`config.mk`:
```
export PLATFORM = sky130hd
export DESIGN_NAME = line_rasterizer
export DESIGN_NICKNAME = d
export VERILOG_FILES = /design/src/rtl/line_rasterizer.sv
export SDC_FILE = /design/constraint.sdc
export NUM_CORES = 1
export LEC_CHECK = 0
export CAP_MARGIN = 30
export CORE_AREA = 2 2 167 169
export CTS_BUF_LIST = sky130_fd_sc_hd__clkbuf_2 sky130_fd_sc_hd__clkbuf_4 sky130_fd_sc_hd__clkbuf_8
export CTS_CLUSTER_DIAMETER = 150
export DETAILED_ROUTE_END_ITERATION = 8
export DIE_AREA = 0 0 169 171
export PLACE_DENSITY = 0.65
export SYNTH_ARGS = -nofsm -noshare
export SYNTH_HDL_FRONTEND = slang
export SYNTH_SLANG_ARGS = --single-unit
```
`constraint.sdc`:
```
create_clock -name clk -period 9.1 [get_ports clk]
set_input_delay 1.365 -clock clk [delete_from_list [all_inputs] [get_ports clk]]
set_output_delay 1.365 -clock clk [all_outputs]
set_load 0.02 [all_outputs]
```
`src/rtl/line_rasterizer.sv`:
```
// Bresenham line rasterizer: accepts two endpoints and a colour, then streams
// one pixel per accepted handshake in octant-normalised (possibly x/y-swapped) space.
module line_rasterizer #(
  parameter int WIDTH = 13
) (
  input  logic             clk,
  input  logic             rst,
  input  logic             start,
  input  logic [WIDTH-1:0] x0,
  input  logic [WIDTH-1:0] y0,
  input  logic [WIDTH-1:0] x1,
  input  logic [WIDTH-1:0] y1,
  input  logic             red_in,
  input  logic             green_in,
  input  logic             blue_in,
  input  logic             pix_ready,
  output logic             pix_valid,
  output logic [WIDTH-1:0] x_coord,
  output logic [WIDTH-1:0] y_coord,
  output logic             steep,
  output logic             red_out,
  output logic             green_out,
  output logic             blue_out,
  output logic             busy,
  output logic             done
);

  typedef enum logic [2:0] {IDLE, SETUP, INIT, DRAW, DONE} state_t;

  state_t                  state;
  logic [WIDTH-1:0]        lx0, ly0, lx1, ly1;
  logic [WIDTH-1:0]        dx, dy;
  logic signed [WIDTH+1:0] err;
  logic                    ystep_neg;

  logic [WIDTH-1:0]        adx, ady, sx0, sy0, sx1, sy1;
  logic                    is_steep, do_swap;
  logic [WIDTH-1:0]        dx_init, dy_init, y_next;
  logic signed [WIDTH+1:0] err_init, err_sub, err_add;

  // SETUP: transpose steep lines, then order endpoints so x always increases
  always_comb begin
    adx      = (lx1 >= lx0) ? (lx1 - lx0) : (lx0 - lx1);
    ady      = (ly1 >= ly0) ? (ly1 - ly0) : (ly0 - ly1);
    is_steep = ady > adx;
    sx0      = is_steep ? ly0 : lx0;
    sy0      = is_steep ? lx0 : ly0;
    sx1      = is_steep ? ly1 : lx1;
    sy1      = is_steep ? lx1 : ly1;
    do_swap  = sx0 > sx1;
  end

  // err carries two extra bits so dx/2 - dy and the following + dx never overflow
  always_comb begin
    dx_init  = lx1 - lx0;
    dy_init  = (ly1 >= ly0) ? (ly1 - ly0) : (ly0 - ly1);
    err_init = $signed({2'b00, dx_init}) >>> 1;
    err_sub  = err - $signed({2'b00, dy});
    err_add  = err_sub + $signed({2'b00, dx});
    y_next   = ystep_neg ? (y_coord - 1'b1) : (y_coord + 1'b1);
  end

  always_ff @(posedge clk or negedge rst) begin
    if (!rst) begin
      state     <= IDLE;
      lx0       <= '0;
      ly0       <= '0;
      lx1       <= '0;
      ly1       <= '0;
      dx        <= '0;
      dy        <= '0;
      err       <= '0;
      ystep_neg <= 1'b0;
      pix_valid <= 1'b0;
      x_coord   <= '0;
      y_coord   <= '0;
      steep     <= 1'b0;
      red_out   <= 1'b0;
      green_out <= 1'b0;
      blue_out  <= 1'b0;
      busy      <= 1'b0;
      done      <= 1'b0;
    end else begin
      case (state)
        IDLE: begin
          done <= 1'b0;
          if (start) begin
            lx0       <= x0;
            ly0       <= y0;
            lx1       <= x1;
            ly1       <= y1;
            red_out   <= red_in;
            green_out <= green_in;
            blue_out  <= blue_in;
            busy      <= 1'b1;
            state     <= SETUP;
          end
        end
        SETUP: begin
          steep <= is_steep;
          lx0   <= do_swap ? sx1 : sx0;
          ly0   <= do_swap ? sy1 : sy0;
          lx1   <= do_swap ? sx0 : sx1;
          ly1   <= do_swap ? sy0 : sy1;
          state <= INIT;
        end
        INIT: begin
          dx        <= dx_init;
          dy        <= dy_init;
          err       <= err_init;
          ystep_neg <= ly1 < ly0;
          x_coord   <= lx0;
          y_coord   <= ly0;
          pix_valid <= 1'b1;
          state     <= DRAW;
        end
        DRAW: begin
          if (pix_valid && pix_ready) begin
            if (x_coord == lx1) begin
              pix_valid <= 1'b0;
              done      <= 1'b1;
              state     <= DONE;
            end else begin
              x_coord <= x_coord + 1'b1;
              if (err_sub[WIDTH+1]) begin
                y_coord <= y_next;
                err     <= err_add;
              end else begin
                err <= err_sub;
              end
            end
          end
        end
        DONE: begin
          done  <= 1'b0;
          busy  <= 1'b0;
          state <= IDLE;
        end
        default: state <= IDLE;
      endcase
    end
  end

endmodule

```
== After elaboration in Yosys (flattened, before gate mapping) ==
Cells that the tools add are included.
Operators by class
  add/subtract/negate cells: 9
  order comparisons: 5
  eq/ne operators: 10
  mux-type cells: 42
  reductions and logical operators: 15
Operators by type and width (count)
  13-bit two-way mux: 20
  13-bit case mux with 2 select lines: 6
  13-bit subtractor: 4
  15-bit two-way mux: 3
  15-bit case mux with 2 select lines: 1
  13-bit by 1-bit adder with 13-bit output, second input constant: 2
  13-bit greater-or-equal comparator: 2
  13-bit > comparator: 2
  15-bit by 14-bit adder with 15-bit output: 1
  15-bit by 14-bit subtractor with 15-bit output: 1
  13-bit == test: 1
  13-bit less-than comparator: 1
  13-bit by 1-bit subtractor with 13-bit output, second input constant: 1
  3-bit case mux with 4 select lines: 1
  3-bit AND reduction: 4
  2-bit inequality test, second input constant: 5
  3-bit two-way mux: 3
  2-bit nonzero test: 4
  3-bit by 2-bit == test with 1-bit output, second input constant: 2
  1-bit case mux with 2 select lines: 3
  2-bit AND reduction: 3
  1-bit two-way mux: 5
  4-bit AND reduction: 1
  3-bit by 1-bit == test with 1-bit output, second input constant: 1
  4 further kinds: 4
Storage, ports and cells
  register bits: 130
  bits of input ports: 59
  output and inout port bits: 33
  word-level logic and storage cells: 99

== Depth between registers and ports, before layout ==
Gate-level depths: netlist (run 1).
  depth in word-level cells: 7
  mapped depth: 36
  depth with buffers taken out: 32

== Worst setup path after synthesis (run 1) ==
OpenSTA, ideal clock, no wires.
  kind: reg2reg
  start point: register lx0[1]
  end point: register ly0[10]
  setup time: 0.094 ns
  arrival time: 6.559 ns
  required time: 9.006 ns
  setup slack: 2.447 ns
  cell stages (with the launch flop): 37
  buffers on the path: 7
  period minus slack after synthesis: 6.653 ns
  cells stage by stage: dfrtp_1 -> inv_1 -> ha_1 -> nor2b_1 -> o21a_1 -> o21ai_2 -> a211oi_1 -> nor3_1 -> o21bai_1 -> a221o_1 -> buf_2 -> buf_4 -> mux2i_1 -> xnor2_1 -> ha_1 -> a21o_1 -> a21o_1 -> a21o_1 -> a21oi_1 -> o21ba_2 -> buf_2 -> buf_2 -> nor3_1 -> a21oi_1 -> inv_1 -> ha_1 -> nor2b_1 -> o21a_1 -> o21a_1 -> o21a_1 -> o21a_1 -> a211o_1 -> and2_1 -> buf_2 -> buf_2 -> buf_2 -> a211oi_1
Between the ends
  cells in the longest elaborated chain, start to end: 7
  elaborated cells between the ends (all ways): 12
  those cells by class: 2 x add/sub; 3 x order compare; 7 x mux
Ends and longest elaborated chain
  start: declaration: line 31  | logic [WIDTH-1:0] lx0, ly0, lx1, ly1;
  start signal: assignment: line 101  | lx0 <= do_swap ? sx1 : sx0;
  13-bit subtractor / 13-bit greater-or-equal comparator (equally long branches): line 43  | adx = (lx1 >= lx0) ? (lx1 - lx0) : (lx0 - lx1);
  13-bit two-way mux: line 43
  13-bit > comparator: line 45  | is_steep = ady > adx;
  13-bit two-way mux, on equally long branches: line 46, 48
  13-bit > comparator: line 50  | do_swap = sx0 > sx1;
  13-bit two-way mux (*): line 102  | ly0 <= do_swap ? sy1 : sy0;
  13-bit case mux with 2 select lines (*): line 84  | case (state)
  end signal: assignment: line 89  | ly0 <= y0;
  end signal: assignment: line 102
  end: declaration: line 31
Mark *: on every way between the ends. The rest lies on a longest branch, timed or not.
A chain may end at the register's enable or synchronous reset.

== Worst setup path in the final report (run 1) ==
  start point: register lx0[1]
  end point: register lx0[11]
Between the ends
  cells in the longest elaborated chain, start to end: 7
  elaborated cells between the ends (all ways): 10
  those cells by class: 2 x add/sub; 3 x order compare; 5 x mux
Ends and longest elaborated chain (line)
  13-bit subtractor / 13-bit greater-or-equal comparator (equally long branches): 43
  13-bit two-way mux: 43
  13-bit > comparator: 45
  13-bit two-way mux, on equally long branches: 46, 48
  13-bit > comparator: 50
  13-bit two-way mux (*): 101
  13-bit case mux with 2 select lines (*): 84
Marked as above.

==> results of run 1 <==
[cell usage after synthesis, types with 3 or more instances]
cell,n
mux2_2,27
a211oi_1,67
xor2_1,31
buf_6,5
o21a_1,16
dfrtp_1,130
nand3_1,52
and3_1,10
o21bai_1,11
buf_2,12
a31oi_1,10
a31o_2,7
o31ai_1,8
mux2i_1,19
nor3_1,50
nor2_1,117
and4_1,23
ha_1,114
o221ai_1,3
o22ai_1,5
a211o_1,7
nand4_1,15
nor2b_1,14
o211ai_1,13
o21ai_0,99
nand2_1,143
buf_4,4
fa_1,7
inv_1,101
xnor2_1,45
a21o_1,39
nand2b_1,6
buf_1,7
a21oi_1,150
and2_1,6
clkbuf_1,62
or3_1,9
or2_2,11
[cells by family after synthesis]
group	share of synthesized area, %
buffers and inverters	6.72
AO/OA/AOI/OAI	24.9
multiplexers	4.13
flip-flops	27.2
adder cells (fa/ha/maj)	13.1
XOR/XNOR	5.57
AND/OR/NAND/NOR	18.4
[layout make-up]
cell class              count  area (sq um)
multi-input cells        1175          7930
well taps                 346           433
clock inverters            12           130
clock buffers              20           275
flip-flops and latches    130          3250
fillers                  2696         13900
inverters                 101           379
repair buffers            108          1050
[per-layer routing]
metal	GRT usage (%)	wire [microns]	share of wire (%)
met5	0	0	0
met4	10.3	1350	3.4
met3	5.81	2880	7.3
met2	41.6	17100	44
met1	38.1	17900	46
[state kept, by name, indices dropped and copies added (netlist names), 3 cells and up]
| register | cells |
|---|---|
| state | 3 |
| dx | 13 |
| ly0 | 13 |
| lx0 | 13 |
| x_coord | 13 |
| y_coord | 13 |
| dy | 13 |
| lx1 | 13 |
| err | 15 |
| ly1 | 13 |
[layout by cell type, fill, tap and decap left out, types with 4 or more instances in the layout]
master / count
a31o_2: 7
and4_1: 23
or3_1: 9
nand2b_1: 6
xnor2_1: 45
o22ai_1: 5
nand4_1: 15
a21oi_1: 149
mux2i_1: 19
a21o_1: 39
o31ai_1: 8
nand3_1: 52
o21bai_1: 11
ha_1: 114
or2_2: 11
nor2b_1: 14
a211oi_1: 67
inv_1: 101
clkdlybuf4s50_1: 90
buf_4: 16
o211ai_1: 13
dfrtp_1: 130
clkinv_2: 4
xor2_1: 31
nand2_1: 143
o21ai_0: 98
o21a_1: 16
a211o_1: 7
mux2_2: 27
clkbuf_8: 20
a31oi_1: 10
nor2_1: 115
fa_1: 7
nor3_1: 49
and2_1: 5
and3_1: 10
[how the worst min path moves through the flow]
stage | cells past startpoint | to | from
6_report | 2 | blue_out$_DFFE_PN0P_ | blue_out$_DFFE_PN0P_
5_1_grt | 2 | green_out$_DFFE_PN0P_ | green_out$_DFFE_PN0P_
4_1_cts | 2 | err[0]$_DFFE_PN0P_ | err[0]$_DFFE_PN0P_
3_5_place_dp | 2 | blue_out$_DFFE_PN0P_ | blue_out$_DFFE_PN0P_
3_3_place_gp | 2 | red_out$_DFFE_PN0P_ | red_out$_DFFE_PN0P_
2_1_floorplan | 2 | err[0]$_DFFE_PN0P_ | err[0]$_DFFE_PN0P_
[metrics by stage]
| step | hold WS [ps] | setup slack, ps | instance area (sq um) |
|---|---|---|---|
| 2_1_floorplan | 450 | 2450 | 12000 |
| 3_3_place_gp | 462 | 1140 | 13100 |
| 3_5_place_dp | 470 | 1050 | 13100 |
| 4_1_cts | 491 | 995 | 13500 |
| 5_1_grt | 522 | 399 | 13500 |
| 6_report | 490 | 827 | 13500 |
[critical path, delay by kind of cell (launching register included)]
kind                       cells  cell delay [ps]
AOI/OAI and AO/OA             14             3590
xor gates and xnor gates       1              190
adders and majority gates      3              920
buffers and inverters          2              270
DFF                            1              510
muxes                          2              710
and+or+nand+nor                6             1950
==> results_dict.tcl, run 1 <==
set metrics [dict create \
    setup_violations 0 \
    fp.dieH_microns 171 \
    ys.flop_type "dfrtp_1" \
    ys_seq_area_share_pct 27.2 \
    critPathMaxStageDelay_ps 750 \
    postRouteAntennaNets 0 \
    period_needed_ps 8270 \
    critPathKind "flip-flop to flip-flop" \
    cts_tree "yes" \
    ys_ff_latch 130 \
    clk_pin_slew_ps 90 \
    cts_resized 0 \
    worst_r2r_endpoint "lx0[11]$_DFFE_PN0P_" \
    outcome "finished clean" \
    cp-startpoint "lx0[1]$_DFFE_PN0P_" \
    clock_sinks 130 \
    gr-total-overflow 0 \
    area_growth_pct 12.5 \
    cts_root_buf "clkbuf_8" \
    cpMaxStageDelayCell "and2_2" \
    row_count 61 \
    dp_hpwl_microns 29800 \
    cts_max_path_buffers 2 \
    final-max-slew-violation-count 0 \
    holdBufCountCts 0 \
    insertion_delay_ps 470 \
    drv.max_cap_violation_count 0 \
    path_max_fanout 42 \
    endpoint "lx0[11]$_DFFE_PN0P_" \
    grt_usage_pct 27.3 \
    synth-warning-count 0 \
    firstDrtPassIters 5 \
    grt_pass1_vias 10600 \
    tns_ps 0 \
    r2r_setup_slack_ps 830 \
    worstMarginPinSlew_ps 996 \
    netlist_instances 1498 \
    ios 92 \
    crit_path_end_kind "flip-flop" \
    max_freq_mhz 121 \
    synth_area_leaders "dfrtp_1, ha_1, a21oi_1, nand2_1, a211oi_1" \
    ys_async_sr_fraction_pct 100 \
    start_util_pct 43.8 \
    synth_top_cell_area_share_pct 27.2 \
    fin_util_pct 49.2 \
    remaining_drc_errors 0 \
    hold_class "flip-flop to flip-flop" \
    yosysTopAreaCell "dfrtp_1" \
    reg2regPathDepth 28 \
    design.core.area_sq_um 27300 \
    timing.final.crit_share_pct 90.9 \
    cp.arrival_ps 8650 \
    synth_fp_nets 1678 \
    synthesis.area_sq_um 12000 \
    synth_edf_count 0 \
    drive_gt1_share_pct 7.50 \
    skew_ps 23.4 \
    place_congestion 0.979 \
    diodes 0 \
    grt_start_max_net_pins 78 \
    vias 11400 \
    htree_levels 4 \
    dp_cells 1860 \
    synth.distinct_cells 71 \
    die_area_sq_um 28900 \
    post-cts-setup-buffers 0 \
    worstPathRequired_ps 9480 \
    r2r_start "lx0[1]$_DFFE_PN0P_" \
    synth.avg_cell_area_sq_um 7.98 \
    via_per_inst 6.00 \
    cts_made_buffers 17 \
    drtIter0Drc 1187 \
    rsz0062_at_grt "false" \
    stdcell_count 1892 \
    grt_pass1_wl_microns 61300 \
    startpoint_type "flip-flop" \
    antenna_found_initial 0 \
    io_buffer_count 91 \
    relSlewSlack_pct 33.6 \
    wl_per_cell_microns 20.7 \
    nets 1713 \
    hold_viol_final 0 \
    die_w_microns 169 \
    wirelength_microns 39200 \
]
Power of run 1 is not shown: default switching activity piles up to over one toggle a cycle in this logic, so the estimate is an artifact.
==> inputs of run 2 (changes only) <==
Settings changed: CAP_MARGIN 30 to not set, CORE_AREA 2 2 167 169 to 2 2 145 147, DIE_AREA 0 0 169 171 to 0 0 147 149, PLACE_DENSITY 0.65 to 0.82.
==> run 2 against run 1 <==
Against the previous run: critical endpoint is now ly0[1]$_DFFE_PN0P_; critical path depth up 3; via count up 3.0%; maximum frequency grew 4.3%; die area shrank 24%; utilization rose by 16 points; global-route usage rose by 7.6 points; sequential cell count unchanged.
==> results_dict.tcl, run 2 (synthesis gave the netlist of run 1 again) <==
set metrics [dict create \
    firstDrtPassIters 6 \
    cts_tree "yes" \
    remaining_drc_errors 0 \
    wl_per_cell_microns 20.9 \
    cpMaxStageDelayCell "o21ba_2" \
    place_congestion 1.04 \
    cp.arrival_ps 8280 \
    io_buffer_count 91 \
    die_w_microns 147 \
    hold-worst-slack_ps 478 \
    dp_hpwl_microns 28800 \
    drive_gt1_share_pct 7.50 \
    path_max_fanout 26 \
    startpoint_type "flip-flop" \
    timing.final.crit_share_pct 87.1 \
    ios 92 \
    skew_ps 11.3 \
    critPathKind "flip-flop to flip-flop" \
    diodes 0 \
    nets 1714 \
    post-cts-setup-buffers 0 \
    holdPathStages 2 \
    largest_reg_flops 15 \
    dp_cells 1790 \
    clock_sinks 130 \
    htree_levels 4 \
    top_usage_layer "met2" \
    row_count 53 \
    insertion_delay_ps 490 \
    die_area_sq_um 21900 \
    final_cell_mix "a21oi_1, nand2_1, dfrtp_1, nor2_1, ha_1" \
    outcome "finished clean" \
    crit_path_end_kind "flip-flop" \
    fillCellCount 1811 \
    layout_commonest_cell "a21oi_1" \
    antenna_found_initial 0 \
    wirelength_microns 38100 \
    max_freq_mhz 126 \
    grt_pass1_vias 10900 \
    top_register "err" \
    vias 11700 \
    drtIter0Drc 1341 \
    setup_violations 0 \
    clk_pin_slew_ps 90 \
    gr-total-overflow 0 \
    cts_root_buf "clkbuf_8" \
    cts_resized 0 \
    grt_usage_pct 35.0 \
    relSlewSlack_pct 28.6 \
    reg2regPathDepth 31 \
    tns_ps 0 \
    cts_max_path_buffers 2 \
    design.core.area_sq_um 20600 \
    grt.met3_usage_pct 5.63 \
    hold_class "flip-flop to flip-flop" \
    multi_input_area_sq_um 7930 \
    worstMarginPinSlew_ps 1070 \
    period_needed_ps 7930 \
    grt_pass1_wl_microns 60000 \
    worstPathRequired_ps 9450 \
    met1_usage_pct 48.8 \
    final-max-slew-violation-count 0 \
    via_per_inst 6.42 \
    rsz0062_at_grt "false" \
    start_util_pct 58.2 \
    postRouteAntennaNets 0 \
    grt_start_max_net_pins 78 \
    area_growth_pct 11.8 \
    drv.max_cap_violation_count 0 \
    fp.dieH_microns 149 \
    critPathMaxStageDelay_ps 640 \
    stdcell_count 1822 \
    hold_viol_final 0 \
    cts_made_buffers 17 \
    met2_usage_pct 53.1 \
    seqCellArea_sq_um 3250 \
    holdBufCountCts 0 \
]
-- run 2: worst paths after layout --
path / slack, ps / startpoint / to
worst max register to register: 1170 / lx0[1]$_DFFE_PN0P_ / ly0[1]$_DFFE_PN0P_
min in group asynchronous: 830 / rst / x_coord[12]$_DFFE_PN0P_
worst max-delay path: 1170 / lx0[1]$_DFFE_PN0P_ / ly0[1]$_DFFE_PN0P_
max in group asynchronous: 6910 / rst / y_coord[0]$_DFFE_PN0P_
worst min-delay path: 480 / green_out$_DFFE_PN0P_ / green_out$_DFFE_PN0P_
worst min register to register: 480 / green_out$_DFFE_PN0P_ / green_out$_DFFE_PN0P_
-- run 2: stage by stage --
step | area (sq um) | setup WS, ps | util, %
floorplan | 12000 | 2450 | -
global placement | 12900 | 1530 | 63.0
detailed placement | 12900 | 1320 | 63.0
CTS | 13400 | 1310 | 65.0
global route | 13400 | 655 | 65.0
finish | 13400 | 1170 | 65.0
-- run 2: final cells by class --
| class | count | area share, % |
|---|---|---|
| clock buffer | 18 | 1.81 |
| clock inverter | 14 | 1.34 |
| timing repair buffer | 109 | 7.83 |
| inverter | 101 | 2.84 |
| multi-input combinational | 1175 | 59.3 |
| tap | 275 | 2.57 |
| sequential | 130 | 24.3 |
-- run 2: per-layer routing --
metal / vias to the layer above / part of all wire [%]
li1: 5410 / -
met1: 5499 / 43
met2: 654 / 44
met3: 135 / 9.0
met4: 0 / 4.9
met5: - / 0
-- run 2: critical path: cells and delay by family (launching register included) --
family	cells	cell delay [ps]
AOI/OAI and AO/OA	17	4060
and+or+nand+nor	6	1340
adders and majority gates	3	920
buffers and inverters	3	520
DFF	1	480
muxes	1	280
xor gates and xnor gates	1	190
Power of run 2 is left out for the same reason.
==> inputs of run 3 (changes only) <==
Settings changed: GPL_TIMING_DRIVEN set to 0.
==> run 3 against run 2 <==
Against the previous run: clock skew rose by 5.8 ps; routed wire length rose by 14%; die area did not move; largest cell class unchanged.
==> results_dict.tcl, run 3 (synthesis gave the netlist of run 1 again) <==
set metrics [dict create \
    top_register "err" \
    drv.max_cap_violation_count 0 \
    nets 1789 \
    ios 92 \
    die_area_sq_um 21900 \
    cts_max_path_buffers 2 \
    dp_cells 1865 \
    reg2regPathDepth 33 \
    multi_input_area_sq_um 7900 \
    outcome "finished clean" \
    grt_pass1_wl_microns 65800 \
    critPathMaxStageDelay_ps 520 \
    fillCellCount 1843 \
    cts_resized 0 \
    layout_commonest_cell "a21oi_1" \
    hold-worst-slack_ps 490 \
    die_w_microns 147 \
    stdcell_count 1897 \
    crit_buf_inv 8 \
    worst_r2r_endpoint "ly0[5]$_DFFE_PN0P_" \
    r2r_start "lx0[1]$_DFFE_PN0P_" \
    htree_levels 4 \
    holdPathStages 2 \
    io_buffer_count 91 \
    drive_gt1_share_pct 7.21 \
    relSlewSlack_pct 36.4 \
    startpoint_type "flip-flop" \
    critPathKind "flip-flop to flip-flop" \
    period_needed_ps 8540 \
    rsz0062_at_grt "false" \
    largest_reg_flops 15 \
    firstDrtPassIters 6 \
    diodes 0 \
    wl_per_cell_microns 22.9 \
    min_to "green_out$_DFFE_PN0P_" \
    dp_hpwl_microns 33700 \
    path_max_fanout 10 \
    cp_common_cell "buf_2" \
    post-cts-setup-buffers 0 \
    holdBufCountCts 0 \
    cts_root_buf "clkbuf_8" \
    remaining_drc_errors 0 \
    tns_ps 0 \
    worstMarginPinSlew_ps 950 \
    postRouteAntennaNets 0 \
    crit_path_end_kind "flip-flop" \
    skew_ps 17.2 \
    design.core.area_sq_um 20600 \
    grt_usage_pct 39.5 \
    postLayoutCellArea_sq_um 13600 \
    start_util_pct 58.2 \
    insertion_delay_ps 490 \
    max_freq_mhz 117 \
    cts_made_buffers 17 \
    cts_tree "yes" \
    hold_class "flip-flop to flip-flop" \
    dpl_cell_area_sq_um 13200 \
    r2r_setup_slack_ps 560 \
    area_growth_pct 13.9 \
    worstPathRequired_ps 9440 \
    clock_sinks 130 \
    row_count 53 \
    via_per_inst 6.45 \
    fp.dieH_microns 149 \
    final_cell_mix "a21oi_1, nand2_1, dfrtp_1, nor2_1, ha_1" \
    place_congestion 1.03 \
    wirelength_microns 43500 \
    gr-total-overflow 0 \
    drtIter0Drc 1218 \
    grt_start_max_net_pins 71 \
    grt_pass1_vias 11600 \
    cpMaxStageDelayCell "dfrtp_1" \
    hold_viol_final 0 \
    final-max-slew-violation-count 0 \
    cpLargestDelayFamily "compound AO/OA/AOI/OAI gates" \
    vias 12200 \
    cp.arrival_ps 8880 \
    clk_pin_slew_ps 100 \
    hold_start "green_out$_DFFE_PN0P_" \
    setup_violations 0 \
    timing.final.crit_share_pct 93.8 \
    antenna_found_initial 0 \
    seqCellArea_sq_um 3250 \
]
[run 3: cell count changes in the layout (fill, tap and decap cells not counted), sizes merged]
cell      change
clkbuf       +63
buf          +11
inv           +4
bufinv        -3
clkinv        +2
clkinvlp      -2
[run 3: through the flow]
stage | worst slack, ps | util [%]
2_1_floorplan | 2450 | -
3_3_place_gp | 922 | 64.3
3_5_place_dp | 914 | 64.4
4_1_cts | 857 | 66.3
5_1_grt | 284 | 66.3
6_report | 564 | 66.3
[run 3: layout make-up]
type / count / share of cell area (%)
Clock inverter: 15 / 1.07
Buffer: 92 / 3.11
Clock buffer: 17 / 1.72
Multi-Input combinational cell: 1175 / 58.0
Inverter: 101 / 2.78
Sequential cell: 130 / 23.9
Tap cell: 275 / 2.53
Timing Repair Buffer: 92 / 6.90
[run 3: how the worst max path moves through the flow]
stage / startpoint / to / slack, ps / cells after the start
global placement: lx0[1]$_DFFE_PN0P_ / ly0[3]$_DFFE_PN0P_ / 920 / 36
global route: lx0[1]$_DFFE_PN0P_ / ly0[3]$_DFFE_PN0P_ / 280 / 33
detailed placement: lx0[1]$_DFFE_PN0P_ / ly0[5]$_DFFE_PN0P_ / 910 / 33
finish: lx0[1]$_DFFE_PN0P_ / ly0[5]$_DFFE_PN0P_ / 560 / 33
CTS: lx0[1]$_DFFE_PN0P_ / ly0[5]$_DFFE_PN0P_ / 860 / 33
floorplan: lx0[1]$_DFFE_PN0P_ / ly0[10]$_DFFE_PN0P_ / 2450 / 36
[run 3: per-layer routing]
| metal | share of wire [%] | GRT usage (%) | up-vias |
|---|---|---|---|
| met5 | 0 | 0 | - |
| met4 | 5.4 | 20.0 | 0 |
| met3 | 9.9 | 8.17 | 130 |
| met2 | 44 | 61.2 | 681 |
| met1 | 40 | 52.8 | 5858 |
| li1 | - | - | 5565 |
[run 3: worst register-to-register path: cells and delay by family (launching register included)]
kind                     cells  cell delay [ps]
AO/OA/AOI/OAI               11             2540
buffers and inverters        8             1960
AND/OR/NAND/NOR              9             1790
adder cells (fa/ha/maj)      3              990
flip-flops                   1              520
XOR/XNOR                     1              410
multiplexers                 1              200
Power of run 3 is left out for the same reason.
==> RTL edit 1, RTL diff (config.mk and constraints of run 3) <==
`WIDTH`: 13 -> 15.
--- a/src/rtl/line_rasterizer.sv
+++ b/src/rtl/line_rasterizer.sv
@@ -3,3 +3,3 @@
 module line_rasterizer #(
-  parameter int WIDTH = 13
+  parameter int WIDTH = 15
 ) (
Ports: changed (6 resized); port bits go from 92 to 104. The function was not compared with the original's and may differ.
==> RTL edit 1 against run 3 <==
- synthesized cell count grew 17%
- maximum frequency shrank 1.1%
- final cell count grew 14%
- final area grew 16%
- sequential share of layout area shrank 0.36 points
- sequential cell count grew 18
- setup slack lost 97 ps
- wire length grew 13%
- synthesized area grew 16%
- die area is the same
- highest routed layer unchanged
Power is left out: it rests on default switching activity, and per cell area and clock period it moved more than threefold.
==> RTL edit 1: results (changes against run 3) <==
[run_status]
status=complete, no violations

[global_routing]
use_met3_pct=9.54  ; +1.4 points
grt.met2_usage_pct=69.3  ; +8.2 points
antenna_found_initial=0  ; unchanged
globalRouteTotalUtil_pct=44.4  ; +4.9 points
grt_max_degree=78  ; +9.9%
grtUsageMet1_pct=55.3  ; +2.5 points
grt_first_pass_wirelength_um=75000  ; +14%
grt_pass1_vias=13700  ; +19%

[drt]
drt-vias-per-instance=6.62  ; +2.7%
drt_first_pass_iters=7  ; +1
drt-initial-drc-count=1611  ; +32%
routed_wl_um=49400  ; +13%

[worst_setup_path]
rr_worst_depth=32  ; -3.0%
slowest_delay_ps=580  ; +60 ps
worst-path-max-fanout=10  ; unchanged
critical_path_arrival_ps=8980  ; +100 ps
reg2reg_from=ly0[1]
r2r_slack_ps=470  ; -100 ps
endpoint=ly1[3]

[synthesis]
synth_commonest_cells=292 x nand2_1, 148 x dfrtp_1, 135 x a21oi_1
synth.distinct_cells=81  ; +14%
ys_top_cells_by_area=dfrtp_1 27%, ha_1 12%, nand2_1 7.9%, mux2i_1 5.8%, a21oi_1 4.9%
yosysWarnings=0  ; unchanged
synth_ff_type=dfrtp_1
avgSynthCellArea_um2=7.91  ; -0.96%
synthXorXnorAreaFrac_pct=5.16  ; -0.40 points
seq_area_frac_synth_pct=26.6  ; -0.57 points
synth_fp_nets=1966  ; +17%
synth-adder-area-share_pct=13.0  ; -0.13 points
synth_compound_area_share_pct=23.9  ; -0.98 points
syn-cell-area_um2=13900  ; +16%
synthMuxAreaShare_pct=7.13  ; +3.0 points

[cells_and_area]
final_layout_size_suffix_gt1_share_pct=4.80  ; -2.4 points
layout.cells.non_filler=2170  ; +14%
n_antenna_cell=0  ; unchanged
largest_register_ffs=17  ; +2
fin_nets=2089  ; +17%

[place]
portBuffers=103  ; +13%
dp_hpwl_um=38600  ; +14%
gp_congestion=1.05  ; +2.0%
placed_area_um2=15300  ; +16%

[clock_tree]
clk_latency_ps=500
root_buffer=clkbuf_8
post_cts.repair.setup_buffers=0  ; unchanged
cts_made_buffers=17  ; unchanged

[sta]
setup_viol=0  ; unchanged
clock_skew_ps=16.6  ; -0.518 ps
tightest_slew_ps=1230  ; +285 ps

RTL edit 1: changes by cell type after synthesis, moves of 23 or more:
cell	run 3	this run
o211ai_1	13	48
mux2i_1	19	80
nand2b_1	6	29
a31oi_1	10	68
nand2_1	143	292
nand3_1	52	25
a211oi_1	67	12
RTL edit 1: cell families after synthesis:
family,Yosys count
flip-flops,148
adder cells (fa/ha/maj),140
AND/OR/NAND/NOR,574
XOR/XNOR,82
buffers and inverters,203
multiplexers,97
AO/OA/AOI/OAI,515
RTL edit 1: per-layer routing:
layer	vias to the layer above	share of wire [%]
met3	222	10
li1	6498	-
met2	899	44
met4	0	7.5
met1	6754	38
met5	-	0
RTL edit 1: critical path, delay by kind of cell (launching register included):
| kind | cells | cell delay (ps) |
|---|---|---|
| AOI/OAI and AO/OA | 14 | 3270 |
| adders and majority gates | 3 | 860 |
| buffers and inverters | 5 | 1340 |
| DFF | 1 | 580 |
| muxes | 2 | 670 |
| and+or+nand+nor | 8 | 1740 |
RTL edit 1: worst min-delay path by stage:
stage	from	to	slack, ps	depth (start not counted)
after floorplan	dy[12]	dy[12]	450	2
after global placement	red_out	red_out	460	2
after detailed placement	red_out	red_out	470	2
after CTS	err[9]	err[9]	490	1
after global routing	err[9]	err[9]	510	1
final	red_out	red_out	490	2
RTL edit 1: cell type report:
cell class,count,area [um^2]
Multi-Input combinational cell,1408,9370
Fill cell,1493,4810
Sequential cell,148,3700
Timing Repair Buffer,104,1060
Buffer,97,437
Inverter,106,398
Tap cell,275,344
Clock buffer,20,269
Clock inverter,12,168
RTL edit 1: through the flow:
stage | utilization [%] | setup slack, ps
floorplan | - | 2530
global placement | 74.3 | 508
detailed placement | 74.5 | 886
CTS | 76.6 | 853
global route | 76.6 | 131
finish | 76.6 | 466
==> RTL edit 2, RTL diff (settings of run 3) <==
Without the edit above. Reset style: synchronous (`rst`), changed in one clocked block.
--- a/src/rtl/line_rasterizer.sv
+++ b/src/rtl/line_rasterizer.sv
@@ -62,3 +62,3 @@
 
-  always_ff @(posedge clk or negedge rst) begin
+  always_ff @(posedge clk) begin
     if (!rst) begin
Formal check against the unedited RTL: differs if rst is asserted again (counterexample within 4 cycles, from zero or initial values and one cycle with rst low); with rst held inactive, the same outputs for 4 cycles.
==> RTL edit 2 against run 3 <==
- setup slack better by 52 ps
- global-route usage is 0.76 points higher
- count of clock-buffer cells in the layout is 1 higher
- sequential cell count stayed put
- non-clock buffer count is 1 higher
- wire length is 2.1% higher
- die area stayed put
- core utilization is 1.5 points lower
- final area is 2.3% lower
- synthesized area is 3.0% lower
- sequential share of layout area is 4.3 points lower
Power is not shown: default switching activity piles up to over one toggle a cycle in this logic, so the estimate is an artifact.
==> RTL edit 2: results (changes against run 3) <==
[run_status]
status=complete, no violations

[worst_hold_path]
min-delay-start=blue_out
whs_endpoint=blue_out

[place]
dp_cells=1912  ; +2.5%
placed_area_um2=12900  ; -2.9%
gp_congestion=1.05  ; +2.2%
dp_hpwl_um=35000  ; +3.6%
portBuffers=91  ; unchanged
pre_cts_ws_ps=422  ; -493 ps

[cells_and_area]
buffers=185  ; +0.54%
n_antenna_cell=1  ; +1
final_layout_size_suffix_gt1_share_pct=4.48  ; -2.7 points
seq_area_um2=2600  ; -20%
final-clk-cell-share_pct=3.09  ; +0.30 points
nonClockInverterCount=110  ; +8.9%
seq_share_pct=19.5  ; -4.3 points
num-multi-input-gates=1216  ; +3.5%
fin_nets=1840  ; +2.9%
layout.nonclk_buf_share_pct=9.84  ; -0.17 points
multi_input_area_um2=8230  ; +4.2%
fillers=1904  ; +3.3%

[synthesis]
seq_area_frac_synth_pct=22.4  ; -4.8 points
synth_commonest_cells=204 x nand2_1, 130 x dfxtp_1, 114 x ha_1, 114 x nor2_1, 109 x a21oi_1
ys_top_cells_by_area=dfxtp_1 22%, ha_1 12%, nand2_1 6.6%, a21oi_1 4.7%, mux2i_1 4.2%
synthArstFlopShare_pct=0  ; -100 points
synth_fp_nets=1726  ; +2.9%
netlist_instances=1546  ; +3.2%
yosysTopAreaCell=dfxtp_1
synth.distinct_cells=73  ; +2.8%

[worst_setup_path]
critical_path_arrival_ps=8870  ; about the same
endpoint=lx0[8]
rr_worst_depth=30  ; -9.1%
reg2reg_from=ly0[8]
slowest_delay_ps=660  ; +140 ps
cpMaxStageDelayCell=dfxtp_1

[sta]
setup_ws_ps=615  ; +51.5 ps
hold_ws_ps=462  ; -27.9 ps
clock_skew_ps=18.1  ; +0.945 ps
relSlewSlack_pct=12.2  ; -24 points

[clock_tree]
root_buffer=clkbuf_8
post_cts.repair.setup_buffers=0  ; unchanged

[global_routing]
grt_pass1_vias=11900  ; +2.9%
grt_first_pass_wirelength_um=67700  ; +2.9%
antenna_found_initial=1  ; +1
grt_max_degree=17  ; -76%
globalRouteTotalUtil_pct=40.3  ; +0.76 points

[drt]
drt-vias-per-instance=6.42  ; -0.47%
drt-initial-drc-count=1337  ; +9.8%
drt_first_pass_iters=8  ; +2
routed_wl_um=44400  ; +2.1%
wl_per_cell_um=22.8  ; -0.67%

==> RTL edit 2: cell count changes after synthesis, sizes merged, moves of 21 or more <==
cell / delta
a211oi: -32
a21oi: -43
dfrtp: -130
dfxtp: +130
mux2: -21
mux2i: +30
nand2: +61
nor3: -21
o21ai: -47
o221ai: +23
==> RTL edit 2: cell families after synthesis <==
| kind of cell | after synthesis | share of synthesized area [%] |
|---|---|---|
| AO/OA/AOI/OAI | 434 | 25.6 |
| XOR/XNOR | 70 | 5.28 |
| adder cells (fa/ha/maj) | 121 | 13.5 |
| buffers and inverters | 200 | 6.73 |
| flip-flops | 130 | 22.4 |
| multiplexers | 55 | 4.81 |
| AND/OR/NAND/NOR | 536 | 21.7 |
==> RTL edit 2: layer usage <==
layer  share of wire, %  GRT usage, %  vias to the layer above
met3                9.1          7.52                      177
met2                 44          64.1                      718
met5              0.025             0                        -
met4                6.9          25.0                        2
li1                   -             -                     5818
met1                 40          50.7                     5795
